**config.mk**
```make
export PLATFORM = sky130hd
export DESIGN_NAME = bcd_to_signed_binary
export DESIGN_NICKNAME = d
export VERILOG_FILES = /design/src/rtl/bcd_to_signed_binary.sv
export SDC_FILE = /design/constraint.sdc
export NUM_CORES = 1
export LEC_CHECK = 0
export ABC_CLOCK_PERIOD_IN_PS = 2100
export CELL_PAD_IN_SITES_DETAIL_PLACEMENT = 0
export CELL_PAD_IN_SITES_GLOBAL_PLACEMENT = 1
export CORE_UTILIZATION = 40
export DETAILED_ROUTE_END_ITERATION = 8
export HOLD_SLACK_MARGIN = 0.15
export PLACE_DENSITY_LB_ADDON = 0.05
export RECOVER_POWER = 100
export REMOVE_ABC_BUFFERS = 1
export SETUP_SLACK_MARGIN = 0.1
export SYNTH_ARGS = -nofsm -noshare
export SYNTH_HDL_FRONTEND = slang
export SYNTH_SLANG_ARGS = --single-unit
export TNS_END_PERCENT = 100
```
**constraint.sdc**
```tcl
create_clock -name clk -period 2.1 [get_ports clk]
set_clock_uncertainty 0.05 [all_clocks]
set_input_delay 0.315 -clock clk [delete_from_list [all_inputs] [get_ports clk]]
set_output_delay 0.315 -clock clk [all_outputs]
set_load 0.03 [all_outputs]
```
**src/rtl/bcd_to_signed_binary.sv**
```systemverilog
// Signed BCD (sign + packed decimal digits) to two's-complement converter.
// Reverse double-dabble, one shift per clock, valid/ready on both sides.
module bcd_to_signed_binary #(
    parameter int DIGITS = 2,
    parameter int OUT_W  = 8
) (
    input  logic               clk,
    input  logic               rst,
    input  logic               in_valid,
    output logic               in_ready,
    input  logic [4*DIGITS:0]  bcd_in,
    output logic               out_valid,
    input  logic               out_ready,
    output logic [OUT_W-1:0]   bin_out,
    output logic               err,
    output logic               ovf,
    output logic [1:0]         dbg_state
);

    // Handshake: a word moves on any rising edge where valid and ready are both high;
    // bin_out/err/ovf are held stable while out_valid is high and out_ready is low.

    localparam int BW    = 4 * DIGITS;
    localparam int CNT_W = $clog2(BW + 1);
    localparam int CW    = ((BW > OUT_W) ? BW : OUT_W) + 1;
    localparam logic [CNT_W-1:0] LAST_SHIFT = CNT_W'(BW - 1);
    localparam logic [CW-1:0] POS_MAX = {{(CW-OUT_W+1){1'b0}}, {(OUT_W-1){1'b1}}};
    localparam logic [CW-1:0] NEG_LIM = POS_MAX + CW'(1);

    typedef enum logic [1:0] {
        S_IDLE  = 2'd0,
        S_SHIFT = 2'd1,
        S_FIX   = 2'd2,
        S_DONE  = 2'd3
    } state_t;

    state_t             r_state;
    state_t             w_next;
    logic               r_sign;
    logic               r_bad;
    logic [BW-1:0]      r_bcd;
    logic [BW-1:0]      r_mag;
    logic [CNT_W-1:0]   r_cnt;
    logic [OUT_W-1:0]   r_bin;
    logic               r_err;
    logic               r_ovf;

    logic               w_bad_digit;
    logic [2*BW-1:0]    w_cat;
    logic [BW-1:0]      w_bcd_adj;
    logic [CW-1:0]      w_mag_ext;
    logic [CW-1:0]      w_neg;
    logic [OUT_W-1:0]   w_bin;
    logic               w_ovf;

    // State register
    always_ff @(posedge clk) begin
        if (rst) begin
            r_state <= S_IDLE;
        end else begin
            r_state <= w_next;
        end
    end

    // Next-state logic
    always_comb begin
        w_next = r_state;
        case (r_state)
            S_IDLE:  if (in_valid) w_next = S_SHIFT;
            S_SHIFT: if (r_cnt == LAST_SHIFT) w_next = S_FIX;
            S_FIX:   w_next = S_DONE;
            S_DONE:  if (out_ready) w_next = S_IDLE;
            default: w_next = S_IDLE;
        endcase
    end

    // Output logic
    always_comb begin
        in_ready  = (r_state == S_IDLE);
        out_valid = (r_state == S_DONE);
        dbg_state = r_state;
    end

    always_comb begin
        w_bad_digit = 1'b0;
        for (int k = 0; k < DIGITS; k++) begin
            if (bcd_in[4*k +: 4] > 4'd9) w_bad_digit = 1'b1;
        end
    end

    // One reverse double-dabble step: shift the pair right, then correct digits >= 8.
    always_comb begin
        w_cat     = {r_bcd, r_mag} >> 1;
        w_bcd_adj = w_cat[2*BW-1:BW];
        for (int k = 0; k < DIGITS; k++) begin
            if (w_cat[BW + 4*k +: 4] >= 4'd8) begin
                w_bcd_adj[4*k +: 4] = w_cat[BW + 4*k +: 4] - 4'd3;
            end
        end
    end

    // Result shaping in a widened domain so the saturation compares never wrap.
    always_comb begin
        w_mag_ext = CW'(r_mag);
        w_neg     = CW'(0) - w_mag_ext;
        w_bin     = '0;
        w_ovf     = 1'b0;
        if (r_bad || (w_mag_ext == '0)) begin
            w_bin = '0;
        end else if (!r_sign) begin
            if (w_mag_ext > POS_MAX) begin
                w_ovf = 1'b1;
                w_bin = {1'b0, {(OUT_W-1){1'b1}}};
            end else begin
                w_bin = w_mag_ext[OUT_W-1:0];
            end
        end else begin
            if (w_mag_ext > NEG_LIM) begin
                w_ovf = 1'b1;
                w_bin = {1'b1, {(OUT_W-1){1'b0}}};
            end else begin
                w_bin = w_neg[OUT_W-1:0];
            end
        end
    end

    always_ff @(posedge clk) begin
        if (rst) begin
            r_sign <= 1'b0;
            r_bad  <= 1'b0;
            r_bcd  <= '0;
            r_mag  <= '0;
            r_cnt  <= '0;
            r_bin  <= '0;
            r_err  <= 1'b0;
            r_ovf  <= 1'b0;
        end else begin
            case (r_state)
                S_IDLE: begin
                    if (in_valid) begin
                        r_sign <= bcd_in[BW];
                        r_bcd  <= bcd_in[BW-1:0];
                        r_mag  <= '0;
                        r_cnt  <= '0;
                        r_bad  <= w_bad_digit;
                    end
                end
                S_SHIFT: begin
                    r_bcd <= w_bcd_adj;
                    r_mag <= w_cat[BW-1:0];
                    r_cnt <= r_cnt + CNT_W'(1);
                end
                S_FIX: begin
                    r_bin <= w_bin;
                    r_err <= r_bad;
                    r_ovf <= w_ovf;
                end
                default: begin
                end
            endcase
        end
    end

    assign bin_out = r_bin;
    assign err     = r_err;
    assign ovf     = r_ovf;

endmodule

```
==> PnR_summary.wiki <==
{| class="wikitable"
! Metric !! Value
|-
| Outcome || finished clean
|-
| Total of hold buffers inserted after clock tree synthesis || 0
|-
| Number of synthesized flops with an enable pin || 0
|-
| Number of buffers between clock root and the deepest sink || 2
|-
| Critical Path Source Type || flip-flop
|-
| Drt initial violations || 127
|-
| Post-route minimum period || 1.913 ns
|-
| Parity-gate share of the synthesized area counting xor and xnor cells || 0.9722%
|-
| Number of placed cells counting well taps || 288
|-
| Simple-gate area share of the yosys netlist || 20.00%
|-
| FFs w/ async S/R, synth || 0%
|-
| Post-CTS setup repair buffer count || 0
|-
| Post-synthesis register bit count || 34
|-
| P&R area growth vs syn || 23.13%
|-
| Fraction of layout instances using a drive strength above 1 || 9.465%
|-
| Congestion Overflow GR || 0
|-
| Setup repair after global routing missed its margin || true
|-
| Initial core utilization || 41.38%
|-
| Worst Hold End || bin_out[5]$_SDFFE_PP0P_
|-
| First-pass GRT wire length || 7120 µm
|-
| Unique masters post-synth || 44
|-
| Routed length per placed instance || 14.65 µm
|-
| Count of pins over their slew limit || 0
|-
| Cell depth of the worst min-delay path || 2
|-
| DRT Pass-1 Iters || 6
|-
| DR vias/cell || 5.678
|-
| Overall fraction of global-route tracks in use || 18.44%
|-
| Flip-flop and latch area || 680.7 µm²
|-
| Power density over the cells || 1060 nW/µm²
|-
| Number of cell instances on the worst register-to-register path || 6
|-
| Final-layout setup total negative slack || 0 ns
|-
| TritonCTS Sinks || 34
|-
| Top Layer Used || met4
|-
| Clock input transition at the sequential cells of the worst setup and hold paths || 0.07 ns
|-
| Critical path peak fanout || 5
|-
| Final Hold Violating Endpoints || 0
|-
| Number of I/O port buffers || 26
|-
| Global placement routability congestion || 0.8442
|-
| Data arrival time at the worst-slack endpoint || 1.55 ns
|-
| Wire length after detailed routing || 4323 µm
|-
| Number of remaining DRC errors || 0
|-
| Post-Syn Area || 1802 µm²
|-
| Share of the cycle needed by the critical path after routing || 91.08%
|-
| Compound-cell area share of the yosys netlist || 24.31%
|-
| Post-layout util || 50.95%
|-
| HPWL after detailed placement || 3219 µm
|-
| Clk root buf || sky130_fd_sc_hd__clkbuf_8
|-
| Area taken by multi-input logic gates || 1021 µm²
|-
| Worst hold slack across all endpoints || 0.4058 ns
|-
| Min-Delay Path Class || reg2reg
|-
| Maximum vdd drop || 0.0005858 V
|-
| Total inserted antenna cells || 0
|-
| Standard-cell rows || 24
|-
| Remaining max-slew budget at the tightest pin || 63.83%
|-
| Antenna violations before repair || 0
|-
| Startpoint of the most critical setup path || dbg_state[0]$_SDFFE_PP0P_
|-
| Detailed-routed wire length on met2 || 2211 µm
|-
| Floorplan core area || 4354 µm²
|-
| Highest Clock Rate || 522.8 MHz
|-
| Primary flip-flop cell chosen by synthesis mapping || sky130_fd_sc_hd__dfxtp_1
|-
| Start of the worst register-to-register path || dbg_state[0]$_SDFFE_PP0P_
|-
| Register-to-register setup slack || 0.23 ns
|-
| H-tree depth reported by CTS || 2
|-
| Crit path capture type || primary output
|-
| Fraction of the yosys area taken by sequential cells || 37.78%
|-
| Non-Filler Instances || 295
|-
| Final antenna-violating net count || 0
|-
| Length of routed wiring on met1 || 1836 µm
|-
| Kind of critical path || reg2out
|-
| Reg-to-Reg End || r_bcd[3]$_SDFFE_PP0P_
|-
| CTS tree || yes
|-
| Largest family of logic cells by synthesized area || compound AO/OA/AOI/OAI gates
|-
| Actual transition at the worst max-transition pin || 0.5414 ns
|-
| Height of the chip || 69.12 µm
|-
| Share of synthesized area spent on multiplexers || 5.069%
|-
| Vias || 1675
|-
| Layout fillers || 427
|-
| Source of the worst hold timing path || bin_out[5]$_SDFFE_PP0P_
|-
| Setup violators final || 0
|-
| Vias in the first global route || 1577
|-
| Detailed-routed wire length on met3 || 176 µm
|-
| Total die area || 4777 µm²
|-
| Count of synthesis-stage warnings from yosys || 0
|-
| Number of I/O pins || 27
|-
| Required @ worst endpoint || 1.74 ns
|-
| Final Total Pwr || 2.351 mW
|-
| Pin count of the biggest net entering global routing || 19
|-
| Width of the die || 69.12 µm
|-
| Max cap viols || 0
|-
| Leakage power || 0.8845 nW
|-
| Final layout net count || 265
|-
| Adder-cell share of the synthesized area || 6.250%
|-
| Cell count after synthesis || 213
|-
| Source-to-sink clock delay at the later pin of the worst-skew pair || 0.28 ns
|-
| Number of buffers created by CTS || 5
|-
| Mapped Avg Cell Area || 8.459 µm²
|}
-- placed cells by master (no fill, tap or decap), types with 4 or more instances in the layout --
cell type | Yosys | routed
sky130_fd_sc_hd__a22oi_1 | 10 | 10
sky130_fd_sc_hd__a211oi_1 | 9 | 10
sky130_fd_sc_hd__mux2i_1 | 8 | 8
sky130_fd_sc_hd__nor2_1 | 31 | 31
sky130_fd_sc_hd__ha_1 | 9 | 9
sky130_fd_sc_hd__dfxtp_1 | 34 | 34
sky130_fd_sc_hd__nor3_1 | 4 | 4
sky130_fd_sc_hd__dlygate4sd3_1 | 0 | 12
sky130_fd_sc_hd__o21ai_0 | 9 | 9
sky130_fd_sc_hd__nand2_1 | 11 | 11
sky130_fd_sc_hd__buf_4 | 0 | 9
sky130_fd_sc_hd__clkbuf_8 | 0 | 5
sky130_fd_sc_hd__nand3_1 | 5 | 5
sky130_fd_sc_hd__clkdlybuf4s50_1 | 0 | 13
sky130_fd_sc_hd__nor2b_1 | 5 | 4
sky130_fd_sc_hd__inv_1 | 10 | 10
sky130_fd_sc_hd__a21oi_1 | 15 | 15
-- how the worst max path moves through the flow --
stage	to	depth (start not counted)
5_1_grt	bin_out[1]$_SDFFE_PP0P_	6
4_1_cts	r_cnt[1]$_SDFFE_PP0P_	6
3_3_place_gp	r_mag[3]$_SDFFE_PP0P_	5
2_1_floorplan	r_cnt[2]$_SDFFE_PP0P_	5
3_5_place_dp	r_cnt[1]$_SDFFE_PP0P_	6
6_report	out_valid	2
-- per-layer routing --
| layer | up-vias | global-route usage, % |
|---|---|---|
| met5 | - | 0 |
| met4 | 0 | 7.937 |
| met3 | 10 | 3.216 |
| met2 | 51 | 33.23 |
| met1 | 791 | 21.19 |
| li1 | 823 | - |
-- cells in the mapped netlist (all sizes together) (2+ instances only) --
cell    instances  area [µm²]
o21ai          10       50.04
or3             3       18.77
nand3           5       25.02
a32oi           2       17.52
inv            10       37.54
ha              9       112.6
nor2b           5       31.28
a22oi          10       75.07
nand4b          3       26.28
xnor2           2       17.52
a21oi          15       75.07
or2             2       12.51
buf             5       30.02
dfxtp          34       680.7
a31oi           3       18.77
nor3            4       20.02
a211oi         10       80.07
nand2b          3       18.77
clkbuf          9       33.78
nor2           31       116.4
o32ai           2       17.52
nand2          11       41.29
mux2i           8       80.08
-- area by class of cell --
| type | count | share of cell area (%) |
|---|---|---|
| sequential | 34 | 30.68 |
| clock inverter | 2 | 0.4512 |
| multi-input combinational | 155 | 46.02 |
| inverter | 10 | 1.692 |
| tap | 52 | 2.933 |
| timing repair buffer | 37 | 15.12 |
| clock buffer | 5 | 3.102 |
-- critical path: stages (launching register included) --
cell and delay (ns):
sky130_fd_sc_hd__dfxtp_1 0.40, sky130_fd_sc_hd__ha_1 0.20, sky130_fd_sc_hd__clkdlybuf4s50_1 0.68
-- through the flow --
| stage | area, µm² | worst slack, ns |
|---|---|---|
| detailed placement | 2146 | 0.1466 |
| CTS | 2223 | 0.1377 |
| global route | 2218 | 0.05966 |
| floorplan | 1738 | -0.1852 |
| global placement | 2146 | 0.2106 |
| finish | 2218 | 0.1873 |
-- flip-flops by register name (all words and copies together) (netlist names) --
name	count
bin_out	8
dbg_state	2
err	1
ovf	1
r_bad	1
r_bcd	8
r_cnt	4
r_mag	8
r_sign	1
-- where the power goes --
part | leakage, nW | switching (mW) | internal [mW]
clock | 0.0438 | 0.223 | 0.222
sequential | 0.276 | 0.101 | 0.746
combinational | 0.565 | 0.634 | 0.424
total | 0.885 | 0.959 | 1.39
-- cell families (layout without fill, tap and decap cells) --
| family | Yosys count | in the layout |
|---|---|---|
| flip-flops | 34 | 34 |
| adder cells (fa/ha/maj) | 9 | 9 |
| AO/OA/AOI/OAI | 62 | 62 |
| AND/OR/NAND/NOR | 73 | 73 |
| XOR/XNOR | 2 | 2 |
| multiplexers | 9 | 9 |
| buffers and inverters | 24 | 54 |
-- timing repair --
action                     CTS  global route
pin swaps                    0             0
resized for setup            1             2
setup endpoints to repair    1            12
(Power assumes the default switching activity.)
